--- config.mk ---
export PLATFORM = sky130hd
export DESIGN_NAME = display_scheduler
export DESIGN_NICKNAME = d
export VERILOG_FILES = /design/src/rtl/display_scheduler.sv
export SDC_FILE = /design/constraint.sdc
export NUM_CORES = 1
export LEC_CHECK = 0
export CELL_PAD_IN_SITES_DETAIL_PLACEMENT = 1
export CELL_PAD_IN_SITES_GLOBAL_PLACEMENT = 1
export CORE_MARGIN = 8
export CORE_UTILIZATION = 30
export DETAILED_ROUTE_END_ITERATION = 12
export PLACE_DENSITY = 0.57
export SYNTH_ARGS = -nofsm -noshare
export SYNTH_HDL_FRONTEND = slang
export SYNTH_SLANG_ARGS = --single-unit
--- constraint.sdc ---
create_clock -name clock -period 3.9 [get_ports clock]
set_input_delay 0.78 -clock clock [delete_from_list [all_inputs] [get_ports clock]]
set_output_delay 0.78 -clock clock [all_outputs]
set_load 0.01 [all_outputs]
--- src/rtl/display_scheduler.sv ---
// display_scheduler
// Sequencer for the shared 7-bit scoreboard display path. Drives the two
// select lines of the display multiplexer: sel_team alternates Team 1 /
// Team 2 at scan rate during the score phase, and sel_timer switches between
// the score phase and the stopwatch phase. Blanks the display while disabled
// and lets force_timer pin the stopwatch phase.
//
// Ports:
//   clock       in   system clock, rising edge
//   reset       in   asynchronous active-high reset
//   enable      in   display on; low forces IDLE (blank) immediately at the edge
//   force_timer in   enter/hold stopwatch phase, sampled on scan ticks only
//   sel_timer   out  1 = stopwatch, 0 = scores
//   sel_team    out  0 = Team 1, 1 = Team 2 (held 0 in stopwatch phase)
//   blank       out  1 = display dark
//   scan_tick   out  one-cycle pulse per scan tick
//   phase_done  out  one-cycle pulse on every SCORE<->TIMER change
//   state_dbg   out  current FSM state (IDLE=0, SCORE=1, TIMER=2)
//
// All outputs are registered. The sequencer has no handshake; every input is
// simply sampled on the rising clock edge.
module display_scheduler #(
  parameter int CLK_DIV     = 416667,
  parameter int SCORE_TICKS = 240,
  parameter int TIMER_TICKS = 240
) (
  input  logic       clock,
  input  logic       reset,
  input  logic       enable,
  input  logic       force_timer,
  output logic       sel_timer,
  output logic       sel_team,
  output logic       blank,
  output logic       scan_tick,
  output logic       phase_done,
  output logic [1:0] state_dbg
);

  localparam int PH_MAX = (SCORE_TICKS > TIMER_TICKS) ? SCORE_TICKS : TIMER_TICKS;
  localparam int DW     = $clog2(CLK_DIV);
  localparam int PW     = $clog2(PH_MAX);

  localparam logic [DW-1:0] DIV_LAST   = DW'(CLK_DIV - 1);
  localparam logic [PW-1:0] SCORE_LAST = PW'(SCORE_TICKS - 1);
  localparam logic [PW-1:0] TIMER_LAST = PW'(TIMER_TICKS - 1);

  typedef enum logic [1:0] {
    IDLE  = 2'd0,
    SCORE = 2'd1,
    TIMER = 2'd2
  } state_t;

  state_t        state, state_n;
  logic [DW-1:0] div_cnt, div_cnt_n;
  logic [PW-1:0] ph_cnt, ph_cnt_n;
  logic          sel_timer_n, sel_team_n, blank_n, scan_tick_n, phase_done_n;

  assign state_dbg = state;

  always_ff @(posedge clock or posedge reset) begin
    if (reset) begin
      state      <= IDLE;
      div_cnt    <= '0;
      ph_cnt     <= '0;
      sel_timer  <= 1'b0;
      sel_team   <= 1'b0;
      blank      <= 1'b1;
      scan_tick  <= 1'b0;
      phase_done <= 1'b0;
    end else begin
      state      <= state_n;
      div_cnt    <= div_cnt_n;
      ph_cnt     <= ph_cnt_n;
      sel_timer  <= sel_timer_n;
      sel_team   <= sel_team_n;
      blank      <= blank_n;
      scan_tick  <= scan_tick_n;
      phase_done <= phase_done_n;
    end
  end

  always_comb begin
    state_n      = state;
    div_cnt_n    = div_cnt;
    ph_cnt_n     = ph_cnt;
    sel_timer_n  = sel_timer;
    sel_team_n   = sel_team;
    blank_n      = blank;
    scan_tick_n  = 1'b0;
    phase_done_n = 1'b0;

    if (!enable) begin
      // Disable wins over everything, including mid-phase.
      state_n     = IDLE;
      div_cnt_n   = '0;
      ph_cnt_n    = '0;
      sel_timer_n = 1'b0;
      sel_team_n  = 1'b0;
      blank_n     = 1'b1;
    end else if (state == IDLE) begin
      // Always restart with Team 1 and fresh counters.
      state_n     = SCORE;
      div_cnt_n   = '0;
      ph_cnt_n    = '0;
      sel_timer_n = 1'b0;
      sel_team_n  = 1'b0;
      blank_n     = 1'b0;
    end else if (div_cnt == DIV_LAST) begin
      div_cnt_n   = '0;
      scan_tick_n = 1'b1;
      if (state == SCORE) begin
        if (ph_cnt == SCORE_LAST || force_timer) begin
          state_n      = TIMER;
          ph_cnt_n     = '0;
          sel_timer_n  = 1'b1;
          sel_team_n   = 1'b0;
          phase_done_n = 1'b1;
        end else begin
          ph_cnt_n   = ph_cnt + PW'(1);
          sel_team_n = ~sel_team;
        end
      end else begin
        // TIMER: force restarts the phase count so the phase persists.
        if (force_timer) begin
          ph_cnt_n = '0;
        end else if (ph_cnt == TIMER_LAST) begin
          state_n      = SCORE;
          ph_cnt_n     = '0;
          sel_timer_n  = 1'b0;
          sel_team_n   = 1'b0;
          phase_done_n = 1'b1;
        end else begin
          ph_cnt_n = ph_cnt + PW'(1);
        end
      end
    end else begin
      div_cnt_n = div_cnt + DW'(1);
    end
  end

endmodule

==> reports/results.tsv, run 1 <==
stage	metric	value	unit
global_routing	initial antenna violation count	0	
clock_network	CTS resizes	0	
logic_synthesis	largest family of logic cells by synthesized area	simple AND/OR/NAND/NOR gates	
place	Cell Area, Placed	1860	µm²
routing	vias	1364	
hold_path	Hold Crit Start	blank	
logic_synthesis	synthesized area	1690	µm²
routing	drc violations	0	
timing	final setup skew	0.0102	ns
worst_setup_path	R2R cell count	7	
global_routing	largest net degree at the start of global routing	34	
global_routing	Tot GR Track Use	10.6	%
hold_path	worst hold path class	reg -> reg	
worst_setup_path	crit-path max FO	19	
routing	antenna-violating nets left	0	
logic_synthesis	Synth Area in XOR/XNOR	8.83	%
logic_synthesis	adder-cell share of the synthesized area	2.23	%
worst_setup_path	Worst Path Required	4.04	ns
die	Die Y	91.0	µm
routing	DR WL/cell	15.8	µm
layout	Area Overhead vs Synth	15.5	%
outcome	status	complete, no violations	
timing	fin crit share	67.7	%
logic_synthesis	post-synthesis compound-gate area fraction	9.13	%
timing	top achievable clock speed	379	MHz
logic_synthesis	EDFF count, synth	0	
logic_synthesis	Synth Flop Type	dfrtp_1	
logic_synthesis	syn_area_per_cell	9.52	µm²
routing	TritonRoute pass-1 iters	4	
layout	antenna fix cells	0	
logic_synthesis	mux cell area share after synthesis	0	%
timing	Finish-stage setup viols	0	
timing	sum of negative setup slack	0	ns
die	Rows	27	
clock_network	H-tree levels	2	
logic_synthesis	leading area contributor after synthesis	dfrtp_1	
logic_synthesis	post-synth top area share	47.5	%
worst_setup_path	R2R Path Start	div_cnt[0]	
layout	final core occ	35.6	%
hold_path	WHS Path Cells	2	
global_routing	vias in the first global route	1477	
logic_synthesis	sequential share of the synthesized area	49.1	%
timing	max-slew violations	0	
place	HPWL Detailed	2.86	mm
routing	Via density	5.23	
die	initial core utilization	30.8	%
clock_network	Post-CTS Setup Repair Bufs	0	
run	max cap viols	0	
layout	share of post-route cells with drive strength above 1	6.35	%
die	number of I/O pins	11	
clock_network	CTS tree	built	
power_and_ir_drop	maximum vdd drop	135	µV
layout	final instance area	1950	µm²
worst_setup_path	CP Capture Type	register	
timing	measured slew at the worst slew-check pin	0.648	ns
power_and_ir_drop	Pwr per Cell Area	327	nW/µm²
timing	hold slack	0.482	ns
logic_synthesis	count of state elements after synthesis	33	
worst_setup_path	r2r endpoint	div_cnt[17]	
clock_network	maximum root-to-sink buffer count	2	
global_routing	gr ovfl total	0	
timing	RSZ-0062 raised after global routing	false	
die	Die W	91.0	µm
routing	DRT iter0 DRCs	60	
timing	slew margin rel.	56.8	%
logic_synthesis	Unique masters post-synth	36	
clock_network	clock-pin slew on the worst setup and hold paths	0.07	ns
worst_setup_path	critical path type	reg -> reg	
place	routability congestion estimate from global placement	0.792	
logic_synthesis	Post-Synth Simple-Gate Area	27.8	%
power_and_ir_drop	leakage power	0.793	nW
clock_network	CTS buffer count	5	
logic_synthesis	Post-Syn Instances	177	
worst_setup_path	FF-to-FF setup slack	1.26	ns
layout	Net count, final	196	
timing	final hold violation count	0	
logic_synthesis	Synth async-reset ratio	100	%
timing	final worst path period need	2.64	ns
clock_network	Clock Root Buffer	clkbuf_8	
die	Die Area	8270	µm²
clock_network	CTS Hold Buffers Added	0	
place	PortBufs	10	
clock_network	Sink Count	33	
routing	total wire length	4.11	mm
worst_setup_path	crit start category	register	
hold_path	Worst Hold Path EP	blank	
clock_network	worst skew pair latency	0.28	ns
logic_synthesis	synth warn	0	
die	Core ar.	5470	µm²
logic_synthesis	Synth area leaders	dfrtp_1 48%, nor2_1 7.1%, xor2_1 5.7%	
global_routing	first-pass GRT wire length	7.22	mm
worst_setup_path	crit path DAT	2.78	ns
logic_synthesis	syn nets	184	
metal layers:
| metal | vias to the layer above | wire length [µm] | global-route usage, % |
|---|---|---|---|
| met1 | 685 | 1920 | 13.3 |
| met5 | - | 0 | 0 |
| met2 | 21 | 1970 | 17.0 |
| li1 | 648 | - | - |
| met4 | 0 | 91 | 4.64 |
| met3 | 10 | 124 | 2.47 |
critical path, cell delays in order, from the launching register on:
cell	delay [ns]
dfrtp_1	0.41
inv_1	0.07
ha_1	0.13
and4bb_1	0.19
nand3_1	0.09
or4_1	0.81
or2b_1	0.68
nor2_1	0.12
cells in the mapped netlist, drive strengths merged (3+ instances only):
master / count
xnor2: 6
xor2: 11
dfrtp: 32
and3: 4
nand3: 11
a21oi: 9
nor2: 32
clkbuf: 4
nand4: 6
ha: 3
nand2: 13
inv: 3
nor3: 3
buf: 4
and4: 4
a31oi: 3
o21ai: 7
flip-flops by register name, summed over array words and instances (netlist names):
name	cells
sel_timer	1
blank	1
phase_done	1
scan_tick	1
sel_team	1
ph_cnt	8
div_cnt	19
state_dbg	1
power breakdown:
group / switching (mW) / leakage [nW] / internal, mW
Clock: 0.119 / 0.0443 / 0.140
Combinational: 0.0210 / 0.294 / 0.00955
Sequential: 0.00198 / 0.454 / 0.345
Total: 0.142 / 0.793 / 0.495
worst max-delay path by stage:
stage               startpoint           to  slack, ns
floorplan           div_cnt[0]    ph_cnt[6]       1.73
global placement    div_cnt[0]   div_cnt[4]       1.35
detailed placement  div_cnt[0]  div_cnt[12]       1.20
CTS                 div_cnt[0]  div_cnt[12]       1.22
global route        div_cnt[0]  div_cnt[14]       1.06
finish              div_cnt[0]  div_cnt[17]       1.26
per-stage QoR:
stage               total power [mW]  worst slack [ns]  cells
finish                         0.636              1.26    261
CTS                            0.647              1.22    261
global route                   0.666              1.06    261
floorplan                      0.371              1.73    177
detailed placement             0.385              1.20    254
global placement               0.384              1.35    254
cells in the final DEF, fill, tap and decap left out, types with 2 or more instances in the layout:
cell type,n
nand4_1,6
nand3_1,11
o21ai_0,7
or4_1,2
inv_1,3
nand2_1,13
clkbuf_8,6
and3_1,4
and4bb_1,2
nor3_1,3
xnor2_1,6
and4_1,4
a21oi_1,9
nor2_1,32
buf_4,3
nand4b_1,2
ha_1,3
dfrtp_1,32
xor2_1,11
a31oi_1,3
or3_1,2
clkdlybuf4s50_1,10
cells by family after synthesis:
family                     after synthesis
buffers and inverters                   11
and+or+nand+nor                         88
DFF                                     33
xor gates and xnor gates                17
AOI/OAI and AO/OA                       25
adders and majority gates                3
area by class of cell:
cell class	count	area, µm²
repair buffers	13	123
flip-flops and latches	33	827
clock buffers	7	86.3
well taps	72	90.1
inverters	3	11.3
multi-input cells	133	810
fillers	653	3530
Note: power is estimated with default switching activity, not from simulation.
==> run 2: changes to the inputs <==
--- a/config.mk
+++ b/config.mk
@@ -10,7 +10,7 @@
 export CORE_MARGIN = 8
 export CORE_UTILIZATION = 30
 export DETAILED_ROUTE_END_ITERATION = 12
-export PLACE_DENSITY = 0.57
+export PLACE_DENSITY = 0.59
 export SYNTH_ARGS = -nofsm -noshare
 export SYNTH_HDL_FRONTEND = slang
 export SYNTH_SLANG_ARGS = --single-unit
==> constraint.sdc (replaced) <==
create_clock -name clock -period 2.35 [get_ports clock]
set_input_delay 0.47 -clock clock [delete_from_list [all_inputs] [get_ports clock]]
set_output_delay 0.47 -clock clock [all_outputs]
set_load 0.01 [all_outputs]
==> run 2 against run 1 <==
  * Register-to-register slack worse by 1.1 ns
  * Sequential power rose by 66%
  * First-iteration DRC count shrank 37%
  * Sequential share of layout area is 2.6 points lower
  * Final area increased by 6.5%
  * Clock power is 110% higher
  * Routed wire length shrank 1.6%
  * Combinational power up 86%
  * Flip-flop and latch count did not move
==> reports/results.tsv, run 2 (same netlist as run 1, synthesis figures left out) <==
stage	metric	value	unit
clock_network	H-tree levels	2	
routing	vias	1379	
routing	met3 wire length	120	µm
timing	RSZ-0062 raised after global routing	true	
layout	Reg area	827	µm²
routing	Via density	5.11	
timing	Finish-stage setup viols	0	
clock_network	CTS tree	built	
timing	max-slew violations	0	
routing	antenna-violating nets left	0	
global_routing	Tot GR Track Use	10.7	%
timing	fin crit share	94.0	%
routing	WL met2	1.99	mm
power_and_ir_drop	Pwr per Cell Area	571	nW/µm²
power_and_ir_drop	net switching power	246	µW
layout	max reg flops	19	
hold_path	Worst Hold Path EP	blank	
timing	measured slew at the worst slew-check pin	0.606	ns
die	Die Area	8270	µm²
worst_setup_path	FF-to-FF setup slack	0.14	ns
place	HPWL Detailed	2.94	mm
clock_network	Sink Count	33	
power_and_ir_drop	maximum vdd drop	313	µV
power_and_ir_drop	clock share of power	46.6	%
place	Cell Area, Placed	1930	µm²
clock_network	maximum root-to-sink buffer count	2	
timing	sum of negative setup slack	0	ns
layout	antenna fix cells	0	
routing	total wire length	4.05	mm
worst_setup_path	critical path type	reg -> reg	
power_and_ir_drop	Power Total	1.18	mW
layout	Net count, final	204	
layout	Area Overhead vs Synth	23.0	%
worst_setup_path	crit-path max FO	8	
place	routability congestion estimate from global placement	0.766	
global_routing	initial antenna violation count	0	
worst_setup_path	R2R Path Start	div_cnt[0]	
worst_setup_path	crit start category	register	
routing	DR WL/cell	15.0	µm
layout	Multi-input gate area	833	µm²
worst_setup_path	crit path DAT	2.41	ns
hold_path	WHS Path Cells	2	
hold_path	Hold Crit Start	blank	
routing	WL met1	1.88	mm
die	Core ar.	5470	µm²
routing	DRT iter0 DRCs	38	
clock_network	CTS Hold Buffers Added	0	
power_and_ir_drop	Gate power share	4.8	%
global_routing	gr ovfl total	0	
clock_network	CTS buffer count	5	
power_and_ir_drop	share of power burned in registers	48.6	%
die	Die Y	91.0	µm
timing	slew margin rel.	59.5	%
place	dpl cells	261	
worst_setup_path	CP Capture Type	register	
power_and_ir_drop	Internal	938	µW
worst_setup_path	R2R cell count	8	
outcome	status	complete, no violations	
die	Die W	91.0	µm
die	Rows	27	
worst_setup_path	Worst Path Required	2.55	ns
timing	final setup skew	0.00443	ns
clock_network	Clock Root Buffer	clkbuf_8	
layout	most frequent cells in the layout	32 x nor2_1, 32 x dfrtp_1, 13 x nand2_1, 11 x xor2_1	
power_and_ir_drop	net switching fraction of the power	20.8	%
clock_network	worst skew pair latency	0.28	ns
layout	fin cells	270	
layout	Filler Cells Inserted	662	
timing	final worst path period need	2.21	ns
layout	share of post-route cells with drive strength above 1	13.1	%
worst_setup_path	Crit. Startpoint	div_cnt[0]	
routing	TritonRoute pass-1 iters	4	
global_routing	largest net degree at the start of global routing	34	
worst_setup_path	r2r endpoint	ph_cnt[0]	
timing	final hold violation count	0	
die	number of I/O pins	11	
hold_path	worst hold path class	reg -> reg	
place	PortBufs	10	
global_routing	vias in the first global route	1472	
layout	final instance area	2070	µm²
layout	Largest Register	div_cnt	
die	initial core utilization	30.8	%
timing	top achievable clock speed	453	MHz
power_and_ir_drop	leakage power	0.855	nW
clock_network	clock-pin slew on the worst setup and hold paths	0.07	ns
global_routing	first-pass GRT wire length	7.21	mm
run	max cap viols	0	
layout	biggest regs	div_cnt x19, ph_cnt x8	
routing	highest routed layer	met4	
routing	drc violations	0	
[run 2: power groups by stage]
| stage | sequential, mW | combinational (mW) | clock [mW] |
|---|---|---|---|
| 2_1_floorplan | 0.587 | 0.0289 | 0 |
| 6_report | 0.575 | 0.0568 | 0.552 |
| 4_1_cts | 0.575 | 0.0588 | 0.578 |
| 5_1_grt | 0.575 | 0.0660 | 0.598 |
| 3_5_place_dp | 0.586 | 0.0583 | 0 |
| 3_3_place_gp | 0.586 | 0.0570 | 0 |
[run 2: worst max-delay path, cell delays in order (launching register included)]
cell and delay, ns:
dfrtp_1 0.39, inv_1 0.06, ha_1 0.14, and4bb_1 0.21
nand3_2 0.09, or4_4 0.58, buf_4 0.16, or3_1 0.34
a21oi_1 0.16
[run 2: timing repair]
item | 4_1_cts | 5_1_grt
setup buffers | 0 | 1
endpoints found under the setup margin | 3 | 13
resized for setup | 2 | 3
pin swaps | 0 | 4
[run 2: stage by stage]
stage / worst slack [ns] / util [%] / hold WS (ns)
after floorplan: 0.178 / - / 0.455
after global placement: 0.0972 / 35.2 / 0.473
after detailed placement: -0.0747 / 35.2 / 0.487
after CTS: 0.0777 / 37.5 / 0.500
after global routing: -0.00966 / 37.9 / 0.550
final: 0.141 / 37.9 / 0.493
[run 2: how the worst max path moves through the flow]
stage	end	slack (ns)	cells past startpoint
2_1_floorplan	ph_cnt[6]	0.18	8
3_3_place_gp	phase_done	0.1	5
3_5_place_dp	phase_done	-0.07	7
4_1_cts	ph_cnt[6]	0.08	7
5_1_grt	state_dbg[0]	-0.01	8
6_report	ph_cnt[0]	0.14	8
[run 2: layer usage]
layer	track usage, %	vias to the layer above
met4	3.68	0
met5	0	-
met1	12.7	692
li1	-	665
met3	3.29	5
met2	17.7	17
[run 2: cell type report]
class / count / share of cell area, %
Clock buffer: 7 / 4.16
Clock inverter: 1 / 1.45
Inverter: 3 / 0.543
Multi-Input combinational cell: 133 / 40.2
Sequential cell: 33 / 39.9
Tap cell: 72 / 4.35
Timing Repair Buffer: 21 / 9.41
